File: src/rtl/reg_dump_ctrl.sv
// Run/dump controller: resets the processor, lets it run for a fixed number of
// cycles while counting register writes, then streams all 32 registers out.
module reg_dump_ctrl #(
  parameter int CYCLE_W = 10
) (
  input  logic               clock,
  input  logic               reset,
  input  logic               start,
  input  logic [CYCLE_W-1:0] num_cycles,
  output logic               cpu_reset,
  output logic               cpu_enable,
  input  logic               ctrl_writeEnable,
  input  logic [4:0]         ctrl_writeReg,
  input  logic [4:0]         cpu_readRegA,
  output logic [4:0]         ctrl_readRegA,
  input  logic [31:0]        data_readRegA,
  output logic               dump_valid,
  input  logic               dump_ready,
  output logic [4:0]         dump_reg,
  output logic [31:0]        dump_data,
  output logic               test_mode,
  output logic               done,
  output logic [CYCLE_W-1:0] cycles,
  output logic [15:0]        write_count
);

  typedef enum logic [2:0] {
    S_IDLE, S_CPURST, S_RUN, S_FETCH, S_PRESENT, S_DONE
  } state_t;

  // Output bundle order: {cpu_reset, cpu_enable, test_mode, dump_valid, done}
  function automatic logic [4:0] f_outs(input state_t s);
    case (s)
      S_IDLE:    f_outs = 5'b10000;
      S_CPURST:  f_outs = 5'b10000;
      S_RUN:     f_outs = 5'b01000;
      S_FETCH:   f_outs = 5'b00100;
      S_PRESENT: f_outs = 5'b00110;
      S_DONE:    f_outs = 5'b00101;
      default:   f_outs = 5'b10000;
    endcase
  endfunction

  state_t             r_state;
  logic [4:0]         r_outs;
  logic [CYCLE_W-1:0] r_limit;
  logic [CYCLE_W-1:0] r_cycles;
  logic [15:0]        r_wcount;
  logic [4:0]         r_index;
  logic [4:0]         r_dump_reg;
  logic [31:0]        r_dump_data;

  logic [CYCLE_W-1:0] w_cycles_inc;
  logic               w_count_wr;

  assign w_cycles_inc = r_cycles + 1'b1;
  // Writes to r0 are discarded by the regfile, so they are not counted.
  assign w_count_wr   = ctrl_writeEnable && (ctrl_writeReg != 5'd0) &&
                        (r_wcount != 16'hFFFF);

  always_ff @(posedge clock) begin
    if (reset) begin
      r_state     <= S_IDLE;
      r_outs      <= f_outs(S_IDLE);
      r_limit     <= '0;
      r_cycles    <= '0;
      r_wcount    <= '0;
      r_index     <= '0;
      r_dump_reg  <= '0;
      r_dump_data <= '0;
    end else begin
      case (r_state)
        S_IDLE, S_DONE: begin
          if (start) begin
            r_state  <= S_CPURST;
            r_outs   <= f_outs(S_CPURST);
            r_limit  <= num_cycles;
            r_cycles <= '0;
            r_wcount <= '0;
            r_index  <= '0;
          end
        end
        S_CPURST: begin
          if (r_limit != '0) begin
            r_state <= S_RUN;
            r_outs  <= f_outs(S_RUN);
          end else begin
            r_state <= S_FETCH;
            r_outs  <= f_outs(S_FETCH);
          end
        end
        S_RUN: begin
          r_cycles <= w_cycles_inc;
          if (w_count_wr) r_wcount <= r_wcount + 16'd1;
          if (w_cycles_inc == r_limit) begin
            r_state <= S_FETCH;
            r_outs  <= f_outs(S_FETCH);
          end
        end
        S_FETCH: begin
          // Regfile read is combinational from the muxed address (= index here).
          r_dump_data <= data_readRegA;
          r_dump_reg  <= r_index;
          r_state     <= S_PRESENT;
          r_outs      <= f_outs(S_PRESENT);
        end
        S_PRESENT: begin
          if (dump_ready) begin
            if (r_index == 5'd31) begin
              r_state <= S_DONE;
              r_outs  <= f_outs(S_DONE);
            end else begin
              r_index <= r_index + 5'd1;
              r_state <= S_FETCH;
              r_outs  <= f_outs(S_FETCH);
            end
          end
        end
        default: begin
          r_state <= S_IDLE;
          r_outs  <= f_outs(S_IDLE);
        end
      endcase
    end
  end

  assign {cpu_reset, cpu_enable, test_mode, dump_valid, done} = r_outs;
  assign ctrl_readRegA = test_mode ? r_index : cpu_readRegA;
  assign dump_reg      = r_dump_reg;
  assign dump_data     = r_dump_data;
  assign cycles        = r_cycles;
  assign write_count   = r_wcount;

endmodule

File: config.mk
export PLATFORM = sky130hd
export DESIGN_NAME = reg_dump_ctrl
export DESIGN_NICKNAME = d
export VERILOG_FILES = /design/src/rtl/reg_dump_ctrl.sv
export SDC_FILE = /design/constraint.sdc
export NUM_CORES = 1
export LEC_CHECK = 0
export ABC_AREA = 1
export BUFFER_PORTS_ARGS = -buffer_cell sky130_fd_sc_hd__buf_2
export CORE_MARGIN = 2
export CORE_UTILIZATION = 46
export DETAILED_ROUTE_END_ITERATION = 10
export GPL_TIMING_DRIVEN = 0
export PLACE_DENSITY = 0.87
export SLEW_MARGIN = 25
export SYNTH_ARGS = -nofsm -noshare
export SYNTH_HDL_FRONTEND = slang
export SYNTH_SLANG_ARGS = --single-unit
File: constraint.sdc
create_clock -name clock -period 1.65 [get_ports clock]
set_input_delay 0.165 -clock clock [delete_from_list [all_inputs] [get_ports clock]]
set_output_delay 0.165 -clock clock [all_outputs]
set_load 0.02 [all_outputs]
# Word-level counts from Yosys, hierarchy flattened
# Cells that the tools add are included.
[totals] register_bits=86 latch_bits=0 ramBits=0 mem_bits_ro=0 in_bits=57 out_inout_bits=73 word_cells=59 n_memories=0
[op_classes] add_sub_neg=3 multipliers=0 div_mod_pow=0 n_lt_le_gt_ge=0 eq_ne=13 n_shift=0 muxes=22 n_bitwise=0 reduce_logical=13
[ops] operator="2-to-1 mux 5 bit" count=7
[ops] operator="2-to-1 mux 16 bit" count=2
[ops] operator="case mux 16 bit (2 select lines)" count=1
[ops] operator="case mux 5 bit (5 select lines)" count=1
[ops] operator="case mux 10 bit (2 select lines)" count=1
[ops] operator="adder 16 x 1 -> 16 bit, second input constant" count=1
[ops] operator="inequality test 16 bit, second input constant" count=1
[ops] operator="case mux 3 bit (5 select lines)" count=1
[ops] operator="2-to-1 mux 3 bit" count=4
[ops] operator="adder 10 x 1 -> 10 bit, second input constant" count=1
[ops] operator="equality test 10 bit" count=1
[ops] operator="2-to-1 mux 10 bit" count=1
[ops] operator="inequality test 2 bit, second input constant" count=5
[ops] operator="case mux 5 bit (2 select lines)" count=1
[ops] operator="nonzero test 10 bit" count=1
[ops] operator="equality test 3 x 2 -> 1 bit, second input constant" count=2
[ops] operator="equality test 3 bit, second input constant" count=2
[ops] operator="AND reduction 3 bit" count=2
[ops] operator="adder 5 x 1 -> 5 bit, second input constant" count=1
[ops] operator="equality test 5 bit, second input constant" count=1
[ops] operator="nonzero test 5 bit" count=1
[ops] operator="2-to-1 mux 4 bit" count=1
[ops] operator="AND reduction 2 bit" count=2
[ops] operator="AND reduction 4 bit" count=1
[ops] operator="other kinds (6)" count=9

# Longest topological paths before layout
[depth] ltp_word=5 depth_mapped=15 mapped_depth_nobuf=15

# Worst setup path before layout
# No wires, ideal clock.
[synth_timing] kind="flip-flop to flip-flop" startpoint="reg r_cycles[0] (netlist: cycles[0])" endpoint="reg r_outs[4]" setup_ps=129 t_arrival_ps=1804 t_required_ps=1521 slack_ps=-283 stages_incl_launch_ff=15 n_path_buf=0 period_less_slack_ps=1933 path_cell_list="dfxtp_1 ha_1 nand2_2 nor2_4 nand2_1 nand2_2 nand2_1 nand2_1 nand3_1 nor2_2 nand3_2 nand2_4 nand2_4 nand2_1 nand3_1"
[synth_between] elab_chain_cells=4
[synth_lines] element="start, declared" line_no="47" rtl="logic [CYCLE_W-1:0] r_cycles;"
[synth_lines] element="start signal, assigned" line_no="93" rtl="r_cycles <= w_cycles_inc;"
[synth_lines] element="adder 10 x 1 -> 10 bit" line_no="56" rtl="assign w_cycles_inc = r_cycles + 1'b1;"
[synth_lines] element="equality test 10 bit" line_no="95" rtl="if (w_cycles_inc == r_limit) begin"
[synth_lines] element="inequality test 2 bit (no source line)"
[synth_lines] element="AND reduction 3 bit (no source line)"
[synth_lines] element="end signal, assigned" line_no="64" rtl="r_outs <= f_outs(S_IDLE);"
[synth_lines] element="end signal, assigned" line_no="97" rtl="r_outs <= f_outs(S_FETCH);"
[synth_lines] element="end signal, assigned" line_no="105" rtl="r_outs <= f_outs(S_PRESENT);"
[synth_lines] element="end, declared" line_no="45" rtl="logic [4:0] r_outs;"
# No other way between the ends.
# A chain may end at the register's enable or synchronous reset.

# Worst setup path in the final report
[layout_timing] startpoint="reg r_cycles[1] (netlist: cycles[1])" endpoint="reg r_state[1]"
[layout_between] elab_chain_cells=4
[layout_lines] element="adder 10 x 1 -> 10 bit" line_no="56"
[layout_lines] element="equality test 10 bit" line_no="95"
[layout_lines] element="inequality test 2 bit (no source line)"
[layout_lines] element="AND reduction 3 bit (no source line)"
[layout_lines] element="end signal, assigned" line_no="63" rtl="r_state <= S_IDLE;"
[layout_lines] element="end signal, assigned" line_no="96" rtl="r_state <= S_FETCH;"
[layout_lines] element="end signal, assigned" line_no="104" rtl="r_state <= S_PRESENT;"
[layout_lines] element="end, declared" line_no="44" rtl="state_t r_state;"
# No other way between the ends.

==> impl_results.md <==
* Hpwl dp at 7870 µm
* Reg2reg setup slack at -0.24 ns
* First-pass GRT wire length at 18900 µm
* Vias in the first global route at 4225
* Register-to-Register Path Depth at 12
* CTS tree: yes
* Netlist cell types at 38
* Post-synthesis cell area at 4020 µm²
* Area of the multi-input gates at 2430 µm²
* Die Span Y at 97.5 µm
* Hold_sp: data_readRegA[29]
* Row cnt at 34
* WL/cell at 14.6 µm
* Gr usage total at 24.0%
* Setup TNS at -6.15 ns
* Total gr overflow at 0
* Slew Limit Headroom at 52.5%
* Post-route DRC at 0
* CP Max Fanout at 7
* Initial DRC count at 242
* Non-Filler Instances at 865
* Layout Nets at 813
* Cell count after synthesis at 571
* GPL Wtd Cong at 0.873
* Post-route cell area at 5910 µm²
* WS Path Type: reg2reg
* Die W at 97.5 µm
* Dominant synthesized flop cell: dfxtp_1
* EDFF count, synth at 0
* Clk sinks at 86
* FF-to-FF End: r_state[1]
* Critical Path Source Type: register
* Max-Cap Viols at 0
* Max frequency at 528 MHz
* N_diodes at 0
* Maximum VDD drop at 0.000907 V
* Placed insts at 808
* Register area at 1750 µm²
* Top-Level Pins at 130
* DRT Wirelength at 12700 µm
* Antenna violations before repair at 0
* CTS clock-pin slew for the worst setup and hold paths at 0.09 ns
* Leak at 0.00274 µW
* Hold-critical path depth at 3
* DR vias at 4585
* PnR worst setup slack at -0.243 ns
* Largest net degree at the start of global routing at 15
* Final setup viols at 49
* Endpoint, Worst Hold: dump_data[29]
* Port-buffer cells at 129
* Synth Register Bits at 86
* Hold Crit Class: in2reg
* Worst-case clock buffer depth at 2
* Fin Clk Skew at 0.0132 ns
* Vias per Instance at 5.30
* Status: complete, but fails checks
* Die area at 9500 µm²
* Initial Util at 46.8%
* Crit Reg-Reg Startpoint: cycles[1]
* WHS at 0.0347 ns
* Unrepaired setup endpoints after global routing: yes
* CTS Buf Count at 9
* TritonRoute pass-1 iters at 5
* Final min period at 1.89 ns
* Antenna viol nets, final at 0
* Final hold viol count at 0
* Avg Synthesized Cell Area at 7.04 µm²
* Core area at 8590 µm²
* Required time of the critical path at 1.89 ns
* Latest clock arrival within the worst-skew pair at 0.35 ns
* Final Max Slew Viols at 0
* Worst Tran Pin Value at 0.712 ns
* Worst setup EP type: register
* Cell Pwr Density at 1520 nW/µm²
* Syn-to-layout area delta at 47.2%
* H-tree levels at 3
* CTS Root Cell: clkbuf_8
* Crit share post-route at 115%
* Sequential fraction of the synthesis area at 42.9%
* Fillers at 664
* Post-Place Worst Slack at -0.259 ns
* Post-Place Cell Area at 4850 µm²
* Crit path DAT at 2.13 ns
* Share of cells above drive strength 1 at 43.6%
* Syn nets at 632
* Failing checks: setup timing
* Syn. warnings at 0
* Ys async rst share at 0%
* Max reg flops at 32
## routing by layer
metal / wire length [µm] / vias up / track usage, %
met1: 5040 / 2142 / 28.7
li1: - / 2211 / -
met3: 864 / 33 / 5.18
met5: 0 / - / 0
met2: 6420 / 199 / 41.1
met4: 341 / 0 / 11.3
## how the worst max path moves through the flow
stage,startpoint,end,cells past startpoint
after floorplan,cycles[7],r_outs[4],13
after global placement,r_index[0],cycles[1],12
after detailed placement,r_index[0],cycles[8],12
after CTS,r_index[0],write_count[4],14
after global routing,cycles[1],r_state[1],14
final,cycles[1],r_state[1],12
## what timing repair did
item                       4_1_cts  5_1_grt
pin swaps                       19       32
cloned                           3        1
buffers inserted                20       19
gates resized for setup         73       95
hold buffers                     0        0
setup endpoints to repair       83       85
## cell usage after synthesis, types with 5 or more instances
cell,instances,share of area [%]
inv_1,54,5.0
inv_2,5,0.47
nor3_1,13,1.6
nor2_1,93,8.7
clkbuf_1,15,1.4
nand2_1,109,10
a21oi_1,44,5.5
nand3_1,32,4.0
nand2_2,9,1.4
o21ai_0,56,7.0
dfxtp_1,86,43
nand4_1,6,0.93
## report_power, final
part	internal (µW)	switching, µW	leakage [µW]
logic	1890	2820	0.00194
clock network	744	775	0.0000999
registers	2500	275	0.000707
total	5120	3870	0.00274
## final cells by class
cell class              instances  area share (%)
multi-input cells             404            41.1
flip-flops and latches         86            29.6
repair buffers                169            17.1
inverters                      63            4.55
clock buffers                  11            2.39
well taps                     108            2.28
plain buffers                  18            1.78
clock inverters                 5           0.973
repair inverters                1           0.148
## cell usage in the layout, fill, tap and decap left out, types with 11 or more instances in the layout
master,n
a21oi_1,31
a21oi_2,14
buf_2,129
buf_4,23
buf_6,19
clkbuf_8,11
dfxtp_1,71
inv_1,48
nand2_1,82
nand2_2,25
nand3_1,27
nor2_1,90
o21ai_0,45
o21ai_2,13
## cells by family (layout without fill, tap and decap cells)
| family | after synthesis | in the layout | synth area share, % |
|---|---|---|---|
| buf+inv | 82 | 267 | 8.00 |
| simple gates | 282 | 283 | 31.5 |
| compound gates | 112 | 112 | 15.3 |
| flops | 86 | 86 | 42.9 |
| xor+xnor | 5 | 5 | 1.09 |
| fa+ha+maj | 4 | 4 | 1.25 |
## worst max-delay path, cell delays in order (launching register included)
cell     delay, ns
dfxtp_4       0.40
ha_4          0.16
nand2_4       0.07
nor2_4        0.14
nand4_1       0.18
nand3_1       0.11
nand2_1       0.07
nor2_2        0.10
nand3_2       0.12
nand2_4       0.14
nand2_8       0.09
o21ai_2       0.13
inv_1         0.05
## per-stage QoR
stage	util (%)	total power, µW
after floorplan	-	4750
after global placement	56.5	5460
after detailed placement	56.5	5560
after CTS	63.5	7920
after global routing	68.8	9470
final	68.8	8990
Power figures use the tool's default switching activity.
